--- src/rtl/uart_pkg.sv ---
// Shared types and constants for the UART receive framer.
package uart_pkg;

    localparam int unsigned PARITY_NONE = 0;
    localparam int unsigned PARITY_ODD  = 1;
    localparam int unsigned PARITY_EVEN = 2;

    typedef enum logic [2:0] {
        StIdle,
        StStart,
        StData,
        StParity,
        StStop,
        StBreak
    } rx_state_e;

endpackage

--- src/rtl/uart_act_stretch.sv ---
// Activity-LED stretcher: holds the active-low LED on for HoldClks cycles after
// each start pulse, restarting the hold on every new pulse.
module uart_act_stretch #(
    parameter int unsigned HoldClks = 12_500_000
) (
    input  logic clk_i,
    input  logic rst_ni,
    input  logic start_i,
    output logic led_o
);

    localparam int unsigned CntW = $clog2(HoldClks + 1);
    localparam logic [CntW-1:0] Reload = CntW'(HoldClks);

    logic [CntW-1:0] cnt_q, cnt_d;

    always_comb begin
        cnt_d = cnt_q;
        if (start_i) begin
            cnt_d = Reload;
        end else if (cnt_q != '0) begin
            cnt_d = cnt_q - 1'b1;
        end
    end

    always_ff @(posedge clk_i or negedge rst_ni) begin
        if (!rst_ni) begin
            cnt_q <= '0;
        end else begin
            cnt_q <= cnt_d;
        end
    end

    assign led_o = (cnt_q == '0);

endmodule

--- src/rtl/uart_rx_framer.sv ---
// UART receiver: synchronises RXD, frames start/data/parity/stop bits and reports
// the payload plus parity and framing errors as single-cycle pulses.
module uart_rx_framer
    import uart_pkg::*;
#(
    parameter int unsigned CLKS_PER_BIT  = 217,
    parameter int unsigned DATA_BITS     = 8,
    parameter int unsigned PARITY        = PARITY_NONE,
    parameter int unsigned STOP_BITS     = 1,
    parameter int unsigned LED_HOLD_CLKS = 12_500_000
) (
    input  logic                 FPGA_CLK,
    input  logic                 RST_N,
    input  logic                 UART_RXD,
    output logic [DATA_BITS-1:0] RX_DATA,
    output logic                 RX_VALID,
    output logic                 PARITY_ERR,
    output logic                 FRAME_ERR,
    output logic                 BUSY,
    output logic                 ACT_LED
);

    localparam int unsigned CntW = $clog2(CLKS_PER_BIT);
    localparam int unsigned BitW = $clog2(DATA_BITS);
    localparam logic [CntW-1:0] BitEnd  = CntW'(CLKS_PER_BIT - 1);
    localparam logic [CntW-1:0] HalfEnd = CntW'((CLKS_PER_BIT - 1) / 2);
    localparam logic [BitW-1:0] LastData = BitW'(DATA_BITS - 1);
    localparam logic [BitW-1:0] LastStop = BitW'(STOP_BITS - 1);

    rx_state_e state_q, state_d;

    logic                 rxd_meta_q, rxd_sync_q, rxd_prev_q;
    logic [CntW-1:0]      cnt_q, cnt_d;
    logic [BitW-1:0]      bit_q, bit_d;
    logic [DATA_BITS-1:0] shift_q, shift_d;
    logic                 par_err_q, par_err_d;
    logic [DATA_BITS-1:0] rx_data_q, rx_data_d;
    logic                 rx_valid_q, rx_valid_d;
    logic                 parity_err_q, parity_err_d;
    logic                 frame_err_q, frame_err_d;
    logic                 start_ok;

    logic fall, half_tick, bit_tick, par_calc;

    assign fall      = rxd_prev_q & ~rxd_sync_q;
    assign half_tick = (cnt_q == HalfEnd);
    assign bit_tick  = (cnt_q == BitEnd);
    // XOR of payload and received parity bit: 1 is the only legal result for odd parity.
    assign par_calc  = (^shift_q) ^ rxd_sync_q;

    always_ff @(posedge FPGA_CLK or negedge RST_N) begin
        if (!RST_N) begin
            state_q      <= StIdle;
            rxd_meta_q   <= 1'b1;
            rxd_sync_q   <= 1'b1;
            rxd_prev_q   <= 1'b1;
            cnt_q        <= '0;
            bit_q        <= '0;
            shift_q      <= '0;
            par_err_q    <= 1'b0;
            rx_data_q    <= '0;
            rx_valid_q   <= 1'b0;
            parity_err_q <= 1'b0;
            frame_err_q  <= 1'b0;
        end else begin
            state_q      <= state_d;
            rxd_meta_q   <= UART_RXD;
            rxd_sync_q   <= rxd_meta_q;
            rxd_prev_q   <= rxd_sync_q;
            cnt_q        <= cnt_d;
            bit_q        <= bit_d;
            shift_q      <= shift_d;
            par_err_q    <= par_err_d;
            rx_data_q    <= rx_data_d;
            rx_valid_q   <= rx_valid_d;
            parity_err_q <= parity_err_d;
            frame_err_q  <= frame_err_d;
        end
    end

    always_comb begin
        state_d   = state_q;
        cnt_d     = cnt_q + 1'b1;
        bit_d     = bit_q;
        shift_d   = shift_q;
        par_err_d = par_err_q;
        unique case (state_q)
            StIdle: begin
                cnt_d = '0;
                if (fall) begin
                    state_d   = StStart;
                    bit_d     = '0;
                    par_err_d = 1'b0;
                end
            end
            StStart: begin
                if (half_tick) begin
                    cnt_d   = '0;
                    state_d = rxd_sync_q ? StIdle : StData;
                end
            end
            StData: begin
                if (bit_tick) begin
                    cnt_d   = '0;
                    shift_d = {rxd_sync_q, shift_q[DATA_BITS-1:1]};
                    bit_d   = bit_q + 1'b1;
                    if (bit_q == LastData) begin
                        bit_d   = '0;
                        state_d = (PARITY != PARITY_NONE) ? StParity : StStop;
                    end
                end
            end
            StParity: begin
                if (bit_tick) begin
                    cnt_d     = '0;
                    state_d   = StStop;
                    par_err_d = (PARITY == PARITY_ODD) ? ~par_calc : par_calc;
                end
            end
            StStop: begin
                if (bit_tick) begin
                    cnt_d = '0;
                    bit_d = bit_q + 1'b1;
                    if (!rxd_sync_q) begin
                        state_d = StBreak;
                    end else if (bit_q == LastStop) begin
                        state_d = StIdle;
                    end
                end
            end
            StBreak: begin
                cnt_d = '0;
                if (rxd_sync_q) begin
                    state_d = StIdle;
                end
            end
            default: state_d = StIdle;
        endcase
    end

    always_comb begin
        rx_data_d    = rx_data_q;
        rx_valid_d   = 1'b0;
        parity_err_d = 1'b0;
        frame_err_d  = 1'b0;
        start_ok     = (state_q == StStart) && half_tick && !rxd_sync_q;
        if ((state_q == StStop) && bit_tick) begin
            if (!rxd_sync_q) begin
                frame_err_d = 1'b1;
            end else if (bit_q == LastStop) begin
                rx_valid_d   = 1'b1;
                parity_err_d = par_err_q;
                rx_data_d    = shift_q;
            end
        end
    end

    uart_act_stretch #(
        .HoldClks (LED_HOLD_CLKS)
    ) u_act_stretch (
        .clk_i   (FPGA_CLK),
        .rst_ni  (RST_N),
        .start_i (start_ok),
        .led_o   (ACT_LED)
    );

    assign RX_DATA    = rx_data_q;
    assign RX_VALID   = rx_valid_q;
    assign PARITY_ERR = parity_err_q;
    assign FRAME_ERR  = frame_err_q;
    assign BUSY       = (state_q != StIdle);

endmodule

--- config.mk ---
export PLATFORM = sky130hd
export DESIGN_NAME = uart_rx_framer
export DESIGN_NICKNAME = d
export VERILOG_FILES = /design/src/rtl/uart_pkg.sv /design/src/rtl/uart_act_stretch.sv /design/src/rtl/uart_rx_framer.sv
export SDC_FILE = /design/constraint.sdc
export NUM_CORES = 1
export LEC_CHECK = 0
export ABC_AREA = 0
export ABC_CLOCK_PERIOD_IN_PS = 2500
export BUFFER_PORTS_ARGS = -buffer_cell sky130_fd_sc_hd__buf_2
export CORE_ASPECT_RATIO = 2
export CORE_MARGIN = 10
export CORE_UTILIZATION = 46
export CTS_CLUSTER_DIAMETER = 100
export DETAILED_ROUTE_END_ITERATION = 8
export PLACE_DENSITY = 0.63
export SYNTH_ARGS = -nofsm -noshare
export SYNTH_HDL_FRONTEND = slang
export SYNTH_SLANG_ARGS = --single-unit
--- constraint.sdc ---
create_clock -name FPGA_CLK -period 2.5 [get_ports FPGA_CLK]
set_clock_uncertainty 0.1 [all_clocks]
set_input_delay 0.5 -clock FPGA_CLK [delete_from_list [all_inputs] [get_ports FPGA_CLK]]
set_output_delay 0.5 -clock FPGA_CLK [all_outputs]
set_load 0.02 [all_outputs]
==> flow_summary.yaml <==
outcome:
  status: "finished with violations"
  violations: "setup timing"
sta:
  max_slew_margin_pct: 53.7
  fin_ws_ns: -0.0153
  setup_violations: 1
  hold_viol: 0
  max_freq_ghz: 0.398
  slew_violations: 0
  layout_min_cycle_time_ns: 2.52
  worstMarginPinSlew_ns: 0.677
  rsz0062_at_grt: "true"
  post-route-period-util_pct: 101
logic_synthesis:
  yosysTopAreaCellShare_pct: 46.9
  synth_seq_cells: 61
  synth-edff-count: 0
  yosys_warnings: 0
  syn_inst: 292
  async_reset_ff_share_pct: 100
  yosysUniqueCellTypes: 55
  synth-main-ff-cell: "dfrtp_1"
  yosysSeqAreaShare_pct: 49.5
  syn-mean-instance-area_sq_um: 10.6
  syn_nets: 302
  synth_area_sq_mm: 0.00309
  yosysTopAreaCell: "dfrtp_1"
  synth_area_leaders: "dfrtp_1 (47%), xnor2_1 (4.2%), nor2_1 (3.6%)"
route:
  drtAntennaViolNets: 0
  wirelength_um: 6940
  viasPerCell: 5.62
  vias: 2396
  drt_drc_violations_left: 0
  dr.pass1.iters: 4
  avgRoutedWirePerCell_um: 16.3
  drtIter0Drc: 148
cells_and_area:
  final_area_sq_mm: 0.00378
  area_growth_pct: 22.3
  nets: 343
  utilization_pct: 57.6
  layout-drive-gt1-share_pct: 24.0
  n_antenna_cell: 0
global_routing:
  grt_pass1_wl_um: 11700
  grt_max_degree: 38
  antenna_found_initial: 0
  grt_pass1_vias: 2511
  grt_usage_pct: 14.1
  grt_overflow: 0
critical_path:
  worst-r2r-setup-slack_ns: 0.14
  worst-setup-path-type: "flip-flop to primary output"
  cp.required_ns: 1.90
  cp.arrival_ns: 1.92
  cp-start-kind: "flip-flop"
  worstPathMaxFanout: 2
  critPathCaptureType: "primary output"
die:
  die_area_sq_mm: 0.0106
  start_util_pct: 47.1
  die_height_um: 136
  rows: 42
  ioPinCount: 16
  die_x_um: 78.0
  coreArea_sq_mm: 0.00657
placed_design:
  place_area_sq_mm: 0.00341
  dpl_worst_slack_ns: 0.0823
  globalplace.congestion: 0.945
  portBuffers: 15
  place_hpwl_um: 5010
clock_tree:
  cts_root_buf: "clkbuf_16"
  clk_pin_slew_ns: 0.05
  clockBufferDepth: 2
  clock-sinks: 61
  htreeDepth: 3
  postCtsHoldBufs: 0
  cts_buffers: 9
  clk_latency_ns: 0.33
  cts_tree: "done"
pwr:
  peakVddDrop_mv: 0.645
  p_leak_nw: 1.84
  powerDensity_mw_per_mm2: 1360
run:
  drv_cap: 0
worst_hold_path:
  hold_class: "input port to asynchronous set/reset pin"
## synth_stat cells (3+ instances only)
master / n
a211oi_1: 4
a21oi_1: 8
a311oi_1: 3
a31oi_1: 5
and2_1: 3
and4_1: 4
buf_2: 3
clkbuf_1: 6
dfrtp_1: 58
dfstp_2: 3
ha_1: 7
inv_1: 10
mux2_1: 8
mux2_2: 8
nand2_1: 18
nand2b_1: 5
nand3_1: 10
nand4_1: 7
nor2_1: 30
nor3_1: 6
nor3_2: 3
nor4_1: 6
o21ai_0: 4
o21ai_1: 4
o31ai_1: 3
or3_1: 4
or4_1: 3
xnor2_1: 15
xor2_1: 10
## layout make-up
type,count,area (sq um)
Tap cell,88,110
Clock buffer,13,260
Clock inverter,3,45.0
Fill cell,580,2790
Inverter,11,41.3
Timing Repair Buffer,39,274
Multi-Input combinational cell,211,1520
Sequential cell,61,1530
## where the power goes
part | switching (mW) | internal [mW]
sequential | 0.0791 | 1.14
combinational | 1.38 | 1.28
clock | 0.423 | 0.825
total | 1.88 | 3.25
## metrics by stage
step	hold WS, ns	setup TNS [ns]	instances	power (mW)
2_1_floorplan	0.104	0	292	2.97
3_3_place_gp	0.247	0	406	3.57
3_5_place_dp	0.247	0	406	3.62
4_1_cts	0.0600	0	426	5.12
5_1_grt	0.0631	-0.141	426	5.53
6_report	0.0597	-0.0153	426	5.13
## metal layers
layer	vias to the layer above	GRT usage [%]	wire (um)
li1	1150	-	-
met1	1186	13.0	2570
met2	47	26.0	4020
met3	13	3.70	185
met4	0	9.52	165
met5	-	0	0
## worst max-delay path, stage by stage, from the launching register on
cell and delay (ns):
dfrtp_1 0.38, inv_2 0.06, ha_1 0.13, or3b_4 0.39
nor4_4 0.30, nand3_2 0.12, inv_2 0.08, buf_6 0.11
## logic make-up (layout without fill, tap and decap cells)
family	Yosys count	after routing	synth area share, %
AND/OR/NAND/NOR	113	113	20.5
buffers and inverters	20	66	2.55
adder cells (fa/ha/maj)	9	9	3.48
flip-flops	61	61	49.5
AO/OA/AOI/OAI	46	46	10.4
XOR/XNOR	25	25	7.08
multiplexers	18	18	6.48
## final timing paths
| path | start | end | cells past startpoint |
|---|---|---|---|
| min in group FPGA_CLK | UART_RXD | rxd_meta_q | 1 |
| max in group asynchronous | RST_N | u_act_stretch.cnt_q[7] | 2 |
| setup / recovery | u_act_stretch.cnt_q[1] | ACT_LED | 7 |
| setup reg to reg | u_act_stretch.cnt_q[16] | u_act_stretch.cnt_q[12] | 5 |
| hold reg to reg | rxd_meta_q | rxd_sync_q | 0 |
| hold / removal | RST_N | RX_VALID | 1 |
## layout by cell type, fill, tap and decap left out, types with 7 or more instances in the layout
cell,count
xor2_1,10
buf_4,23
nand4_1,7
dfrtp_1,58
nand2_1,18
nor2_1,30
mux2_1,8
mux2_2,8
xnor2_1,15
buf_2,14
ha_1,7
clkbuf_16,9
inv_1,9
nand3_1,9
a21oi_1,8
## registers in the layout (all words and copies together) (netlist names)
signal,count
cnt_q,8
par_err_q,1
FRAME_ERR,1
rxd_prev_q,1
rxd_meta_q,1
RX_VALID,1
RX_DATA,8
state_q,3
bit_q,3
shift_q,8
PARITY_ERR,1
u_act_stretch.cnt_q,24
rxd_sync_q,1
## what timing repair did
| action | 4_1_cts | 5_1_grt |
|---|---|---|
| setup buffers | 4 | 0 |
| hold endpoints to repair | 0 | 0 |
| pin swaps | 3 | 0 |
| endpoints found under the setup margin | 1 | 4 |
| gates resized for setup | 7 | 2 |
(Power assumes the default switching activity.)
